**src/rtl/sprite_pixel_sink.sv**
```systemverilog
// sprite_pixel_sink
//   Consumer end of the sprite pixel stream. Accepts (x, y, colour, last)
//   pixels over a valid/ready handshake and drops pixels that are off-screen
//   or carry the transparent colour key. Kept pixels are buffered in a small
//   FIFO and replayed to the VGA adapter plot port whenever plot_enable
//   grants it. An end-of-sprite pulse is raised when the sprite's last pixel
//   leaves the FIFO, so completion is ordered behind the pixels already queued.
//
// Ports
//   clock_all      in   1   system clock, rising edge
//   reset_all      in   1   asynchronous active-low reset
//   pix_valid      in   1   pixel on pix_* is valid
//   pix_ready      out  1   sink can accept a pixel (count < DEPTH)
//   pix_x/y        in   9/8 absolute screen coordinates
//   pix_colour     in   3   pixel colour
//   pix_last       in   1   final pixel of the current sprite
//   plot_enable    in   1   VGA port grant; 0 stalls draining
//   clear_stats    in   1   synchronous clear of both counters
//   vga_x/y/colour out  9/8/3 plot data (held when nothing is popped)
//   vga_plot       out  1   write strobe to the VGA adapter
//   sprite_done    out  1   one-cycle pulse when the last pixel drains
//   busy           out  1   FIFO non-empty or a plot is being presented
//   kept_count     out  16  pixels plotted, saturating
//   dropped_count  out  16  pixels clipped or transparent, saturating
module sprite_pixel_sink #(
  parameter int         DEPTH      = 8,
  parameter int         ADDR_W     = 3,
  parameter int         SCREEN_W   = 320,
  parameter int         SCREEN_H   = 240,
  parameter bit         TRANSP_EN  = 1'b1,
  parameter logic [2:0] TRANSP_KEY = 3'b111
) (
  input  logic        clock_all,
  input  logic        reset_all,
  input  logic        pix_valid,
  output logic        pix_ready,
  input  logic [8:0]  pix_x,
  input  logic [7:0]  pix_y,
  input  logic [2:0]  pix_colour,
  input  logic        pix_last,
  input  logic        plot_enable,
  input  logic        clear_stats,
  output logic [8:0]  vga_x,
  output logic [7:0]  vga_y,
  output logic [2:0]  vga_colour,
  output logic        vga_plot,
  output logic        sprite_done,
  output logic        busy,
  output logic [15:0] kept_count,
  output logic [15:0] dropped_count
);

  localparam logic [ADDR_W:0] DEPTH_L    = (ADDR_W+1)'(DEPTH);
  localparam logic [8:0]      SCREEN_W_L = 9'(SCREEN_W);
  localparam logic [7:0]      SCREEN_H_L = 8'(SCREEN_H);

  typedef struct packed {
    logic       plot;
    logic       last;
    logic [8:0] x;
    logic [7:0] y;
    logic [2:0] colour;
  } entry_t;

  entry_t            mem_q [DEPTH];
  logic [ADDR_W-1:0] wr_ptr_q, rd_ptr_q;
  logic [ADDR_W:0]   count_q;

  logic [8:0]  vga_x_q;
  logic [7:0]  vga_y_q;
  logic [2:0]  vga_colour_q;
  logic        vga_plot_q, sprite_done_q;
  logic [15:0] kept_q, dropped_q;

  logic   accept, drop, push, pop;
  entry_t wr_entry, rd_entry;

  assign pix_ready = (count_q < DEPTH_L);
  assign accept    = pix_valid & pix_ready;
  assign drop      = (pix_x >= SCREEN_W_L) | (pix_y >= SCREEN_H_L) |
                     (TRANSP_EN & (pix_colour == TRANSP_KEY));
  // A dropped last pixel still needs a slot so sprite_done stays behind
  // the pixels queued ahead of it; it goes in as a non-plotting marker.
  assign push      = accept & (~drop | pix_last);
  assign pop       = (count_q != '0) & plot_enable;

  assign wr_entry  = '{plot: ~drop, last: pix_last, x: pix_x, y: pix_y, colour: pix_colour};
  assign rd_entry  = mem_q[rd_ptr_q];

  // Storage carries no reset: stale contents are unreachable once count is 0.
  always_ff @(posedge clock_all) begin
    if (push) mem_q[wr_ptr_q] <= wr_entry;
  end

  always_ff @(posedge clock_all or negedge reset_all) begin
    if (!reset_all) begin
      wr_ptr_q <= '0;
      rd_ptr_q <= '0;
      count_q  <= '0;
    end else begin
      if (push) wr_ptr_q <= wr_ptr_q + 1'b1;
      if (pop)  rd_ptr_q <= rd_ptr_q + 1'b1;
      case ({push, pop})
        2'b10:   count_q <= count_q + 1'b1;
        2'b01:   count_q <= count_q - 1'b1;
        default: count_q <= count_q;
      endcase
    end
  end

  // Output stage: strobes are one-cycle, coordinates hold between plots.
  always_ff @(posedge clock_all or negedge reset_all) begin
    if (!reset_all) begin
      vga_x_q       <= '0;
      vga_y_q       <= '0;
      vga_colour_q  <= '0;
      vga_plot_q    <= 1'b0;
      sprite_done_q <= 1'b0;
    end else begin
      vga_plot_q    <= pop & rd_entry.plot;
      sprite_done_q <= pop & rd_entry.last;
      if (pop) begin
        vga_x_q      <= rd_entry.x;
        vga_y_q      <= rd_entry.y;
        vga_colour_q <= rd_entry.colour;
      end
    end
  end

  always_ff @(posedge clock_all or negedge reset_all) begin
    if (!reset_all) begin
      kept_q    <= '0;
      dropped_q <= '0;
    end else if (clear_stats) begin
      kept_q    <= '0;
      dropped_q <= '0;
    end else begin
      if (pop && rd_entry.plot && kept_q != 16'hFFFF)
        kept_q <= kept_q + 16'd1;
      if (accept && drop && dropped_q != 16'hFFFF)
        dropped_q <= dropped_q + 16'd1;
    end
  end

  assign vga_x         = vga_x_q;
  assign vga_y         = vga_y_q;
  assign vga_colour    = vga_colour_q;
  assign vga_plot      = vga_plot_q;
  assign sprite_done   = sprite_done_q;
  assign busy          = (count_q != '0) | vga_plot_q;
  assign kept_count    = kept_q;
  assign dropped_count = dropped_q;

endmodule

```
**config.mk**
```make
export PLATFORM = sky130hd
export DESIGN_NAME = sprite_pixel_sink
export DESIGN_NICKNAME = d
export VERILOG_FILES = /design/src/rtl/sprite_pixel_sink.sv
export SDC_FILE = /design/constraint.sdc
export NUM_CORES = 1
export LEC_CHECK = 0
export CELL_PAD_IN_SITES_DETAIL_PLACEMENT = 1
export CELL_PAD_IN_SITES_GLOBAL_PLACEMENT = 1
export CORE_MARGIN = 2
export CORE_UTILIZATION = 40
export CTS_CLUSTER_SIZE = 25
export DETAILED_ROUTE_END_ITERATION = 12
export HOLD_SLACK_MARGIN = 0.1
export PLACE_DENSITY_LB_ADDON = 0.1
export SLEW_MARGIN = 5
export SYNTH_ARGS = -nofsm -noshare
export SYNTH_HDL_FRONTEND = slang
export SYNTH_SLANG_ARGS = --single-unit
```
**constraint.sdc**
```tcl
create_clock -name clock_all -period 8.3 [get_ports clock_all]
set_input_delay 1.66 -clock clock_all [delete_from_list [all_inputs] [get_ports clock_all]]
set_output_delay 1.66 -clock clock_all [all_outputs]
set_load 0.01 [all_outputs]
```
==> reports/qor.csv <==
stage,metric,value,unit
place,gp_congestion,0.7275,
die,die_h,161.0,um
cts,clockBufferDepth,3,
timing,finalSetupViolations,0,
cts,cts_sinks,240,
job,cap_violations,0,
timing,max_freq,227.9,MHz
timing,tightest_slew,1.170,ns
power_and_ir_drop,switching_share,29.14,%
timing,finalCritPeriodShare,52.86,%
finish,drive_gt1_share,17.54,%
logic_synthesis,netlist_area,9864,um2
logic_synthesis,synthArstFlopShare,26.67,%
global_routing,grtUsageTotal,17.18,%
setup_path,r2r_end,count_q[2]$_DFFE_PN0P_,
logic_synthesis,synth_top_flop_cell,edfxtp_1,
cts,cts_inserted_buffers,27,
timing,setup_tns,0,ns
logic_synthesis,syn-num-nets,627,
die,initial_core_util,40.68,%
logic_synthesis,ys_seq_area_share,69.81,%
logic_synthesis,synth-seq-cells,240,
die,fp.coreArea,24250,um2
logic_synthesis,netlist_instances,594,
route,drtAntennaViolNets,0,
power_and_ir_drop,p_seq_share,42.7,%
route,totalWireLength,21.78,mm
cts,cts_setup_buffers,0,
setup_path,critPathMaxFanout,15,
finish,final_cell_mix,"edfxtp_1, clkdlybuf4s50_1, dfrtp_1",
route,drt-initial-drc-count,384,
timing,drv_slew,0,
die,num_rows,57,
logic_synthesis,avgSynthCellArea,16.61,um2
cts,cts-root-buf,clkbuf_16,
die,fp.dieW,161.0,um
finish,syn_to_final_growth,20.89,%
finish,nFillCells,2328,
route,drc,0,
logic_synthesis,netlist-cell-type-count,51,
finish,final_common_cell,edfxtp_1,
power_and_ir_drop,power_frac_clock,31.9,%
place,dp_slack,3.246,ns
setup_path,startpoint_type,input port,
power_and_ir_drop,vdd_drop_max,0.1818,mV
finish,layout.nets,721,
route,vias,5440,
route,vias_per_cell,5.276,
timing,finalHoldViolCount,0,
hold_path,hp-start,vga_x[6]$_DFFE_PN0P_,
power_and_ir_drop,power_per_cell_area,301.4,nW/um2
cts,ctsResizeCount,0,
hold_path,hp-class,flop to flop,
cts,cts_tree,done,
setup_path,required,8.52,ns
finish,n_antenna_cell,0,
timing,skew,0.01373,ns
timing,setup_ws,3.913,ns
route,drtPass1Iterations,4,
power_and_ir_drop,power.leakage,4.082,nW
setup_path,reg2reg_depth,10,
power_and_ir_drop,power_frac_comb,25.4,%
setup_path,worstSetupEndpointType,flop,
global_routing,grt_pass1_wl,34.51,mm
die,ioPinCount,82,
die,fp.dieArea,25930,um2
global_routing,grt_max_degree,65,
setup_path,rrSetupSlack,4.84,ns
setup_path,worstReg2RegStart,count_q[3]$_DFFE_PN0P_,
logic_synthesis,synth_edf_count,176,
cts,hold_buffers,0,
global_routing,antenna_found_initial,0,
power_and_ir_drop,internal_power,2.546,mW
setup_path,critPathArrivalTime,4.61,ns
global_routing,grt_pass1_vias,5845,
power_and_ir_drop,p_sw,1.047,mW
cts,clk_pin_slew,0.06,ns
hold_path,hold_end,vga_x[6]$_DFFE_PN0P_,
cts,h-tree-depth,1,
route,wl_per_cell,21.12,um
place,io_buffers,81,
timing,max_slew_margin,21.76,%
run_status,status,finished clean,
logic_synthesis,ys_warn_count,0,
hold_path,min_path_cells,2,
place,dp_hpwl,13.24,mm
timing,period_needed,4.387,ns
timing,rsz0062_at_grt,false,
global_routing,grt_overflow_total,0,
setup_path,critPathKind,input port to flop,
cts,clock_latency,0.55,ns
==> sequential cells by signal, summed over array words and instances (netlist names) <==
name and flops:
vga_y 8, vga_colour 3, mem_q 176, rd_ptr_q 3, vga_x 9, kept_count 16
sprite_done 1, vga_plot 1, count_q 4, wr_ptr_q 3, dropped_count 16
==> critical path: stages <==
cell and delay [ns]:
clkdlybuf4s50_1 0.55, o21ai_1 0.30, and3_1 0.36, o21a_1 0.26, inv_1 0.19, nor4b_2 0.87, buf_4 0.42
==> stage by stage <==
step | instance area [um2] | hold WS, ns | util [%] | std cells | total power [mW]
floorplan | 9864 | 0.5162 | - | 594 | 2.156
global route | 11930 | 0.5076 | 49.18 | 1031 | 3.771
global placement | 11070 | 0.4632 | 45.67 | 983 | 2.473
CTS | 11930 | 0.4867 | 49.18 | 1031 | 3.656
finish | 11930 | 0.4804 | 49.18 | 1031 | 3.594
detailed placement | 11070 | 0.4724 | 45.67 | 983 | 2.497
==> layout make-up <==
cell class / count / area, um2 / share of cell area (%)
repair buffers: 95 / 913.4 / 7.659
inverters: 9 / 33.78 / 0.2833
well taps: 324 / 405.4 / 3.399
flip-flops and latches: 240 / 6889 / 57.77
clock buffers: 30 / 686.9 / 5.760
multi-input cells: 315 / 2833 / 23.75
clock inverters: 18 / 163.9 / 1.374
==> synth_stat cells, types with 9 or more instances <==
library cell	number	area [um2]
nand3_1	14	70.07
o21ai_0	30	150.1
nor2_1	29	108.9
a21oi_1	17	85.08
inv_1	9	33.78
buf_2	10	50.05
xnor2_1	19	166.4
dfrtp_1	64	1602
edfxtp_1	176	5285
clkbuf_1	13	48.80
nand2_1	41	153.9
mux2i_1	25	250.2
mux4_2	42	945.9
==> logic make-up after synthesis <==
logic type	count (synthesis)	share of synthesized area [%]
buffers and inverters	39	1.877
adders and majority gates	7	0.8878
AOI/OAI and AO/OA	75	5.302
muxes	72	12.70
xor gates and xnor gates	22	1.953
DFF	240	69.81
and+or+nand+nor	139	7.471
==> power groups by stage <==
stage,clock network [mW],logic (mW),registers [mW]
floorplan,0,0.607,1.55
global placement,0,0.923,1.55
detailed placement,0,0.937,1.56
CTS,1.18,0.942,1.54
global route,1.22,1.00,1.55
finish,1.15,0.913,1.54
==> worst max-delay path by stage <==
stage,from,end,slack [ns],depth (start not counted)
2_1_floorplan,pix_x[7],mem_q[1][0]$_DFFE_PP_,3.07,5
3_3_place_gp,pix_x[6],mem_q[1][9]$_DFFE_PP_,3.39,7
3_5_place_dp,pix_y[5],mem_q[1][9]$_DFFE_PP_,3.25,7
4_1_cts,pix_x[6],mem_q[1][6]$_DFFE_PP_,3.82,7
5_1_grt,pix_x[6],mem_q[1][6]$_DFFE_PP_,3.58,7
6_report,pix_x[7],mem_q[1][0]$_DFFE_PP_,3.91,7
==> routing by layer <==
metal / vias to the layer above / global-route usage (%) / share of wire, %
met5: - / 0 / 0
met4: 0 / 4.424 / 2.1
met3: 38 / 2.799 / 3.8
met2: 93 / 29.79 / 50
met1: 2796 / 22.73 / 44
li1: 2513 / - / -
(Power assumes the default switching activity.)
